$ cat config.mk
export PLATFORM = sky130hd
export DESIGN_NAME = divider_16by8
export DESIGN_NICKNAME = d
export VERILOG_FILES = /design/src/rtl/divider_16by8.sv
export SDC_FILE = /design/constraint.sdc
export NUM_CORES = 1
export LEC_CHECK = 0
export ABC_AREA = 1
export BUFFER_PORTS_ARGS = -buffer_cell sky130_fd_sc_hd__buf_4
export CAP_MARGIN = 5
export CORE_ASPECT_RATIO = 0.7
export CORE_MARGIN = 3
export CORE_UTILIZATION = 59
export CTS_CLUSTER_SIZE = 12
export DETAILED_ROUTE_END_ITERATION = 10
export HOLD_SLACK_MARGIN = 0.08
export MAX_ROUTING_LAYER = met4
export PLACE_DENSITY = 0.8
export SLEW_MARGIN = 15
export SYNTH_ARGS = -nofsm -noshare
export SYNTH_HDL_FRONTEND = slang
export SYNTH_SLANG_ARGS = --single-unit
$ cat constraint.sdc
create_clock -name clk -period 2.18 [get_ports clk]
set_input_delay 0.218 -clock clk [delete_from_list [all_inputs] [get_ports clk]]
set_output_delay 0.218 -clock clk [all_outputs]
set_load 0.02 [all_outputs]
$ cat src/rtl/divider_16by8.sv
// Sequential signed restoring divider: 16-bit dividend by 8-bit divisor, one quotient bit per
// cycle on magnitudes, signs and saturation applied in a final fix-up cycle.
module divider_16by8 #(
  parameter int unsigned DIVIDEND_W = 16,
  parameter int unsigned DIVISOR_W  = 8
) (
  input  logic                  clk,
  input  logic                  rst,
  input  logic                  start,
  input  logic [DIVIDEND_W-1:0] dividend,
  input  logic [DIVISOR_W-1:0]  divisor,
  output logic                  busy,
  output logic                  data_valid,
  output logic [DIVISOR_W-1:0]  quotient,
  output logic [DIVISOR_W-1:0]  remainder,
  output logic                  overflow,
  output logic                  div_by_zero
);

  localparam int unsigned CntW = $clog2(DIVIDEND_W);
  localparam logic [CntW-1:0] CntLast = CntW'(DIVIDEND_W - 1);
  localparam logic [DIVIDEND_W-1:0] PosLimit = DIVIDEND_W'(2 ** (DIVISOR_W - 1) - 1);
  localparam logic [DIVIDEND_W-1:0] NegLimit = DIVIDEND_W'(2 ** (DIVISOR_W - 1));
  localparam logic [DIVISOR_W-1:0] SatPos = {1'b0, {(DIVISOR_W - 1){1'b1}}};
  localparam logic [DIVISOR_W-1:0] SatNeg = {1'b1, {(DIVISOR_W - 1){1'b0}}};

  typedef enum logic [1:0] {StIdle, StDiv, StFix} state_e;

  state_e                state_q;
  logic [CntW-1:0]       cnt_q;
  logic [DIVIDEND_W-1:0] dvd_q;
  logic [DIVIDEND_W-1:0] quo_q;
  logic [DIVISOR_W:0]    rem_q;
  logic [DIVISOR_W-1:0]  dvs_q;
  logic                  sign_a_q;
  logic                  sign_b_q;
  logic                  dvs_zero_q;

  // Partial remainder with the next dividend bit shifted in, one bit wider than rem_q.
  logic [DIVISOR_W+1:0]  rem_shift;
  logic                  trial_ok;

  logic                  neg_q;
  logic                  fix_ovf;
  logic [DIVISOR_W-1:0]  fix_quo;
  logic [DIVISOR_W-1:0]  fix_rem;

  always_comb begin
    rem_shift = {rem_q, dvd_q[DIVIDEND_W-1]};
    trial_ok  = rem_shift >= {2'b00, dvs_q};
  end

  always_comb begin
    neg_q   = sign_a_q ^ sign_b_q;
    fix_ovf = neg_q ? (quo_q > NegLimit) : (quo_q > PosLimit);
    fix_quo = neg_q ? -quo_q[DIVISOR_W-1:0] : quo_q[DIVISOR_W-1:0];
    fix_rem = sign_a_q ? -rem_q[DIVISOR_W-1:0] : rem_q[DIVISOR_W-1:0];
    if (dvs_zero_q) begin
      fix_ovf = 1'b0;
      fix_quo = sign_a_q ? SatNeg : SatPos;
      fix_rem = '0;
    end else if (fix_ovf) begin
      fix_quo = neg_q ? SatNeg : SatPos;
      fix_rem = '0;
    end
  end

  always_ff @(posedge clk) begin
    if (rst) begin
      state_q     <= StIdle;
      cnt_q       <= '0;
      dvd_q       <= '0;
      quo_q       <= '0;
      rem_q       <= '0;
      dvs_q       <= '0;
      sign_a_q    <= 1'b0;
      sign_b_q    <= 1'b0;
      dvs_zero_q  <= 1'b0;
      busy        <= 1'b0;
      data_valid  <= 1'b0;
      quotient    <= '0;
      remainder   <= '0;
      overflow    <= 1'b0;
      div_by_zero <= 1'b0;
    end else begin
      data_valid <= 1'b0;
      case (state_q)
        StIdle: begin
          if (start) begin
            dvd_q      <= dividend[DIVIDEND_W-1] ? -dividend : dividend;
            dvs_q      <= divisor[DIVISOR_W-1] ? -divisor : divisor;
            sign_a_q   <= dividend[DIVIDEND_W-1];
            sign_b_q   <= divisor[DIVISOR_W-1];
            dvs_zero_q <= (divisor == '0);
            rem_q      <= '0;
            quo_q      <= '0;
            cnt_q      <= '0;
            busy       <= 1'b1;
            state_q    <= StDiv;
          end
        end
        StDiv: begin
          rem_q <= trial_ok ? (DIVISOR_W + 1)'(rem_shift - {2'b00, dvs_q})
                            : rem_shift[DIVISOR_W:0];
          quo_q <= {quo_q[DIVIDEND_W-2:0], trial_ok};
          dvd_q <= {dvd_q[DIVIDEND_W-2:0], 1'b0};
          cnt_q <= cnt_q + CntW'(1);
          if (cnt_q == CntLast) begin
            state_q <= StFix;
          end
        end
        StFix: begin
          quotient    <= fix_quo;
          remainder   <= fix_rem;
          overflow    <= fix_ovf;
          div_by_zero <= dvs_zero_q;
          data_valid  <= 1'b1;
          busy        <= 1'b0;
          state_q     <= StIdle;
        end
        default: state_q <= StIdle;
      endcase
    end
  end

endmodule

==> impl_metrics.env, run 1 <==
export IMPL_vias=4311
export IMPL_wl_um=10600
export IMPL_synthTopCellsByArea="dfxtp_1, nand2_1, inv_1"
export IMPL_status="completed"
export IMPL_synth_area_leader_cell="dfxtp_1"
export IMPL_finalWorstSetupSlack_ps=220
export IMPL_antenna_left=0
export IMPL_cts_root_buf="clkbuf_8"
export IMPL_crit_slowest_cell="fa_2"
export IMPL_drc=0
export IMPL_worstHoldPathCells=2
export IMPL_nNetsFinal=726
export IMPL_hold_path_endpoint="dvs_zero_q"
export IMPL_synthesis_nets=682
export IMPL_initial_core_util_pct=63.7
export IMPL_max_cap_viol_count=0
export IMPL_placed_area_mm2=0.00489
export IMPL_synth_cells=641
export IMPL_drv_slew=0
export IMPL_vias_per_cell=5.51
export IMPL_placement_io_buffers=46
export IMPL_diodes=0
export IMPL_ir_worst_vdd_uv=594
export IMPL_startpoint="dvd_q[15]"
export IMPL_cts_max_path_buffers=2
export IMPL_post_layout_nonfiller_instances=783
export IMPL_setup_tns_ps=0
export IMPL_crit_chain="inv_1 -> ha_1 -> inv_1 -> fa_2 -> nand3_1 -> nand2_1 -> nand2_2 -> nand3_2 -> nor2_4 -> nand2_1 -> nand3_1 -> o21ai_1"
export IMPL_clock_sinks=78
export IMPL_hpwlAfterDp_um=7990
export IMPL_timing_rr_end="rem_q[4]"
export IMPL_syn_cell_area_mm2=0.00450
export IMPL_max_slew_margin_rel_pct=66.1
export IMPL_reg2reg_slack_ps=220
export IMPL_die_w_um=110
export IMPL_hold_path_class="input pin to flip-flop"
export IMPL_drt_iter0_markers=319
export IMPL_grt_max_degree=31
export IMPL_cts_tree="yes"
export IMPL_clk_pin_slew_ps=80
export IMPL_drive_gt1_share_pct=17.7
export IMPL_dp_cells=766
export IMPL_area_growth_pct=13.2
export IMPL_cts_made_buffers=9
export IMPL_worstPathArrival_ps=2190
export IMPL_insertion_delay_ps=350
export IMPL_hold_start="divisor[7]"
export IMPL_antenna_found_initial=0
export IMPL_startpoint_type="flip-flop"
export IMPL_num_io_pins=47
export IMPL_grt_pass1_wl_um=17800
export IMPL_htreeDepth=3
export IMPL_die_height_um=79.1
export IMPL_rsz0062_at_grt="no"
export IMPL_num_rows=25
export IMPL_skew_ps=13.1
export IMPL_synth_edf_count=0
export IMPL_synthMostInstantiatedCell="nand2_1"
export IMPL_max_stage_delay_ps=350
export IMPL_setup_violations=0
export IMPL_yosys_area_top_type_share_pct=34.7
export IMPL_cp_required_ps=2410
export IMPL_worst_slew_pin_slew_ps=504
export IMPL_ys_ff_latch=78
export IMPL_grt_pass1_vias=3845
export IMPL_avgRoutedWirePerCell_um=13.6
export IMPL_dr_pass1_iters=5
export IMPL_cp_max_fo=10
export IMPL_die_area_mm2=0.00873
export IMPL_ys_top_cells_by_count="nand2_1, inv_1, dfxtp_1"
export IMPL_yosysUniqueCellTypes=53
export IMPL_critPathCaptureType="flip-flop"
export IMPL_synthArstFlopShare_pct=0
export IMPL_gp_congestion=0.993
export IMPL_path_class="flip-flop to flip-flop"
export IMPL_reg2reg_depth=12
export IMPL_powerDensity_mw_per_mm2=948
export IMPL_leakage_nw=2.32
export IMPL_avgSynthCellArea_um2=7.02
export IMPL_yosys_warnings=0
export IMPL_place_ws_ps=210
export IMPL_seq_area_frac_synth_pct=34.7
export IMPL_finalHoldViolCount=0
export IMPL_grt_usage_pct=26.3
export IMPL_layout_min_cycle_time_ps=1960
export IMPL_fin_crit_sh_pct=89.9
export IMPL_r2r_start="dvd_q[15]"
export IMPL_synthFlopType="dfxtp_1"
export IMPL_finalInstanceArea_mm2=0.00509
export IMPL_max_freq_ghz=0.510
export IMPL_overflow=0
export IMPL_p_total_mw=4.83
export IMPL_design_core_area_mm2=0.00707
## sequential cells by signal, indices dropped and copies added (netlist names)
signal	flops
remainder	8
busy	1
cnt_q	4
data_valid	1
div_by_zero	1
state_q	2
sign_a_q	1
sign_b_q	1
rem_q	9
dvd_q	16
dvs_q	8
dvs_zero_q	1
quotient	8
overflow	1
quo_q	16
## per-stage QoR
stage	hold slack, ps	util [%]
detailed placement	451	69.2
finish	119	72.1
global route	104	72.1
floorplan	318	-
CTS	108	71.9
global placement	440	69.2
## worst max-delay path, delay by kind of cell (launching register included)
family	cells	cell delay (ps)
compound gates	1	80
fa+ha+maj	2	510
buf+inv	2	150
flops	1	310
simple gates	7	780
## placed cells by master (no fill, tap or decap), drive strengths merged, types with 2 or more instances in the layout
| master | netlist | final |
|---|---|---|
| o32ai | 6 | 6 |
| xor2 | 8 | 8 |
| a31oi | 3 | 3 |
| dfxtp | 78 | 78 |
| or2 | 4 | 4 |
| o211ai | 3 | 3 |
| a22oi | 5 | 5 |
| xnor2 | 4 | 4 |
| inv | 92 | 92 |
| nor3 | 4 | 4 |
| a21oi | 36 | 36 |
| nand4 | 13 | 13 |
| o31ai | 3 | 3 |
| o21bai | 2 | 2 |
| o221ai | 3 | 3 |
| clkbuf | 6 | 11 |
| o21ai | 33 | 33 |
| buf | 16 | 54 |
| nor2 | 55 | 55 |
| nand2 | 175 | 175 |
| ha | 13 | 13 |
| nand3 | 55 | 55 |
| o22ai | 12 | 12 |
| clkinv | 0 | 3 |
## kinds of logic (layout without fill, tap and decap cells)
kind of cell    after synthesis  count (layout)  share of synthesized area [%]
fa+ha+maj                    14              14                           4.06
compound gates              114             114                           16.0
buf+inv                     114             162                           10.6
simple gates                309             309                           32.3
xor+xnor                     12              12                           2.34
flops                        78              78                           34.7
## cell type report
type                            instances  area (um^2)
Sequential cell                        78         1560
Fill cell                             604         1980
Inverter                               92          353
Timing Repair Buffer                   55          415
Multi-Input combinational cell        449         2470
Clock inverter                          4         48.8
Tap cell                               94          118
Clock buffer                           11          131
## report_power, final
part	leakage (nW)	switching (mW)	internal, mW	total, mW
Sequential	0.635	0.137	1.55	1.69
Combinational	1.59	1.36	0.762	2.12
Clock	0.0931	0.497	0.522	1.02
## routing by layer
layer  global-route usage (%)  share of wire, %
met5                        -                 0
met4                     6.27              0.93
met2                     37.8                42
met3                     6.50               8.3
met1                     37.4                49
## repair_timing
action / 4_1_cts / 5_1_grt
hold buffers: 1 / 0
buffers inserted: 0 / 1
endpoints found under the hold margin: 1 / 0
gates resized for setup: 0 / 1
endpoints found under the setup margin: 0 / 2
## worst max-delay path by stage
stage,endpoint,cells past startpoint,slack (ps)
floorplan,rem_q[3],12,420
global placement,rem_q[0],12,290
detailed placement,rem_q[4],12,210
CTS,rem_q[4],12,190
global route,rem_q[0],12,50
finish,rem_q[4],12,220
No activity file was read; power rests on OpenSTA's default activity.
==> run 2: changes to the inputs <==
CORE_UTILIZATION = 35   (was 59)
PLACE_DENSITY = unset   (was 0.8)
==> impl_metrics.env, run 2 (same netlist as run 1, synthesis figures left out) <==
export IMPL_skew_ps=8.49
export IMPL_initial_core_util_pct=37.1
export IMPL_cts_tree="yes"
export IMPL_layout_commonest_cell="nand2_1"
export IMPL_antenna_found_initial=0
export IMPL_vias_per_cell=4.95
export IMPL_finalWorstSetupSlack_ps=202
export IMPL_cp_max_fo=5
export IMPL_num_rows=33
export IMPL_gp_congestion=0.905
export IMPL_r2r_start="dvd_q[15]"
export IMPL_setup_tns_ps=0
export IMPL_critPathTopFamily="simple AND/OR/NAND/NOR gates"
export IMPL_hold_start="divisor[6]"
export IMPL_drive_gt1_share_pct=18.5
export IMPL_drv_slew=0
export IMPL_die_w_um=142
export IMPL_dr_pass1_iters=5
export IMPL_drc=0
export IMPL_clock_sinks=78
export IMPL_placement_io_buffers=46
export IMPL_hold_path_class="input pin to flip-flop"
export IMPL_die_height_um=101
export IMPL_pwr_share_clk_pct=32.2
export IMPL_max_slew_margin_rel_pct=66.4
export IMPL_critPathCaptureType="flip-flop"
export IMPL_grt_pass1_wl_um=18800
export IMPL_worstHoldPathCells=2
export IMPL_placed_area_mm2=0.00497
export IMPL_p_switching_mw=2.10
export IMPL_cts_made_buffers=9
export IMPL_finalInstanceArea_mm2=0.00537
export IMPL_nNetsFinal=728
export IMPL_die_area_mm2=0.0143
export IMPL_max_freq_ghz=0.505
export IMPL_largestRegisters="dvd_q x16, quo_q x16, rem_q x9"
export IMPL_hold_path_endpoint="dvs_zero_q"
export IMPL_worst_slew_pin_slew_ps=499
export IMPL_reg2reg_slack_ps=200
export IMPL_max_stage_delay_ps=360
export IMPL_grt_max_degree=31
export IMPL_timing_rr_end="rem_q[4]"
export IMPL_status="completed"
export IMPL_num_io_pins=47
export IMPL_finalHoldViolCount=0
export IMPL_p_int_mw=3.67
export IMPL_hpwlAfterDp_um=8550
export IMPL_grt_usage_pct=16.8
export IMPL_path_class="flip-flop to flip-flop"
export IMPL_htreeDepth=3
export IMPL_antenna_left=0
export IMPL_place_ws_ps=160
export IMPL_startpoint_type="flip-flop"
export IMPL_crit_slowest_cell="fa_2"
export IMPL_drt_iter0_markers=285
export IMPL_power_frac_comb_pct=38.6
export IMPL_wl_um=11300
export IMPL_cts_max_path_buffers=2
export IMPL_p_total_mw=5.77
export IMPL_fin_crit_sh_pct=90.7
export IMPL_layout_common_cells="nand2_1, inv_1, dfxtp_1, buf_4, nand3_1"
export IMPL_p_sw_share_pct=36.4
export IMPL_powerDensity_mw_per_mm2=1070
export IMPL_diodes=0
export IMPL_post_layout_nonfiller_instances=849
export IMPL_cp_required_ps=2410
export IMPL_crit_chain="inv_1 -> ha_1 -> inv_1 -> fa_2 -> nand3_1 -> nand2_1 -> nand2_2 -> nand3_2 -> nor2_4 -> buf_4 -> nand2_1 -> nand3_1 -> o21ai_1"
export IMPL_worstPathArrival_ps=2200
export IMPL_layout_min_cycle_time_ps=1980
export IMPL_avgRoutedWirePerCell_um=13.3
export IMPL_cts_root_buf="clkbuf_16"
export IMPL_insertion_delay_ps=340
export IMPL_area_growth_pct=19.4
export IMPL_leakage_nw=2.41
export IMPL_setup_violations=0
export IMPL_overflow=0
export IMPL_vias=4206
export IMPL_design_core_area_mm2=0.0121
export IMPL_ir_worst_vdd_uv=509
export IMPL_reg2reg_depth=13
export IMPL_clk_pin_slew_ps=70
export IMPL_dp_cells=829
export IMPL_pwr_share_seq_pct=29.2
export IMPL_grt_pass1_vias=3783
export IMPL_worst_path_buf_inv=3
export IMPL_max_cap_viol_count=0
run 2: cell count changes in the layout (fill, tap and decap cells not counted), moves of 2 or more:
cell       before  now
buf_4          54   56
bufinv_16       1    4
clkbuf_1        2    0
clkbuf_16       0    9
clkbuf_8        9    0
clkinv_2        2    0
run 2: cell type report:
class	instances	area, um^2
Fill cell	1233	6770
Multi-Input combinational cell	449	2470
Sequential cell	78	1560
Timing Repair Buffer	57	425
Inverter	92	353
Clock buffer	9	225
Tap cell	157	196
Clock inverter	7	145
run 2: power groups by stage:
stage,clock (mW),combinational [mW],sequential [mW]
floorplan,0,1.60,1.66
global placement,0,1.97,1.71
detailed placement,0,2.02,1.71
CTS,1.89,2.02,1.68
global route,1.95,2.53,1.70
finish,1.86,2.23,1.68
run 2: worst reg2reg max path: stages, from the launching register on:
cell and delay, ps:
dfxtp_1 310, inv_1 80, ha_1 160, inv_1 70
fa_2 360, nand3_1 80, nand2_1 110, nand2_2 120
nand3_2 100, nor2_4 130, buf_4 140, nand2_1 50
nand3_1 90, o21ai_1 80
run 2: metrics by stage:
stage | utilization, % | hold slack (ps)
after floorplan | - | 318
after global placement | 41.0 | 442
after detailed placement | 41.0 | 446
after CTS | 44.0 | 90.6
after global routing | 44.3 | 96.6
final | 44.3 | 95.5
run 2: worst max-delay path by stage:
stage / startpoint / cells past startpoint / slack, ps / to
detailed placement: dvd_q[15] / 12 / 160 / rem_q[4]
floorplan: dvd_q[15] / 12 / 420 / rem_q[3]
CTS: dvd_q[15] / 12 / 140 / rem_q[4]
global placement: dvd_q[15] / 12 / 260 / rem_q[5]
finish: dvd_q[15] / 13 / 200 / rem_q[4]
global route: dvd_q[15] / 13 / -10 / rem_q[5]
run 2: what timing repair did:
action | CTS | global route
buffers inserted | 0 | 4
setup endpoints to repair | 0 | 8
resized for setup | 0 | 1
hold buffers | 0 | 0
run 2: metal layers:
| layer | routed length, um | track usage, % | part of all wire (%) |
|---|---|---|---|
| met4 | 102 | 4.35 | 0.90 |
| met2 | 4390 | 22.8 | 39 |
| met3 | 792 | 3.98 | 7.0 |
| met5 | 0 | - | 0 |
| met1 | 6040 | 24.7 | 53 |
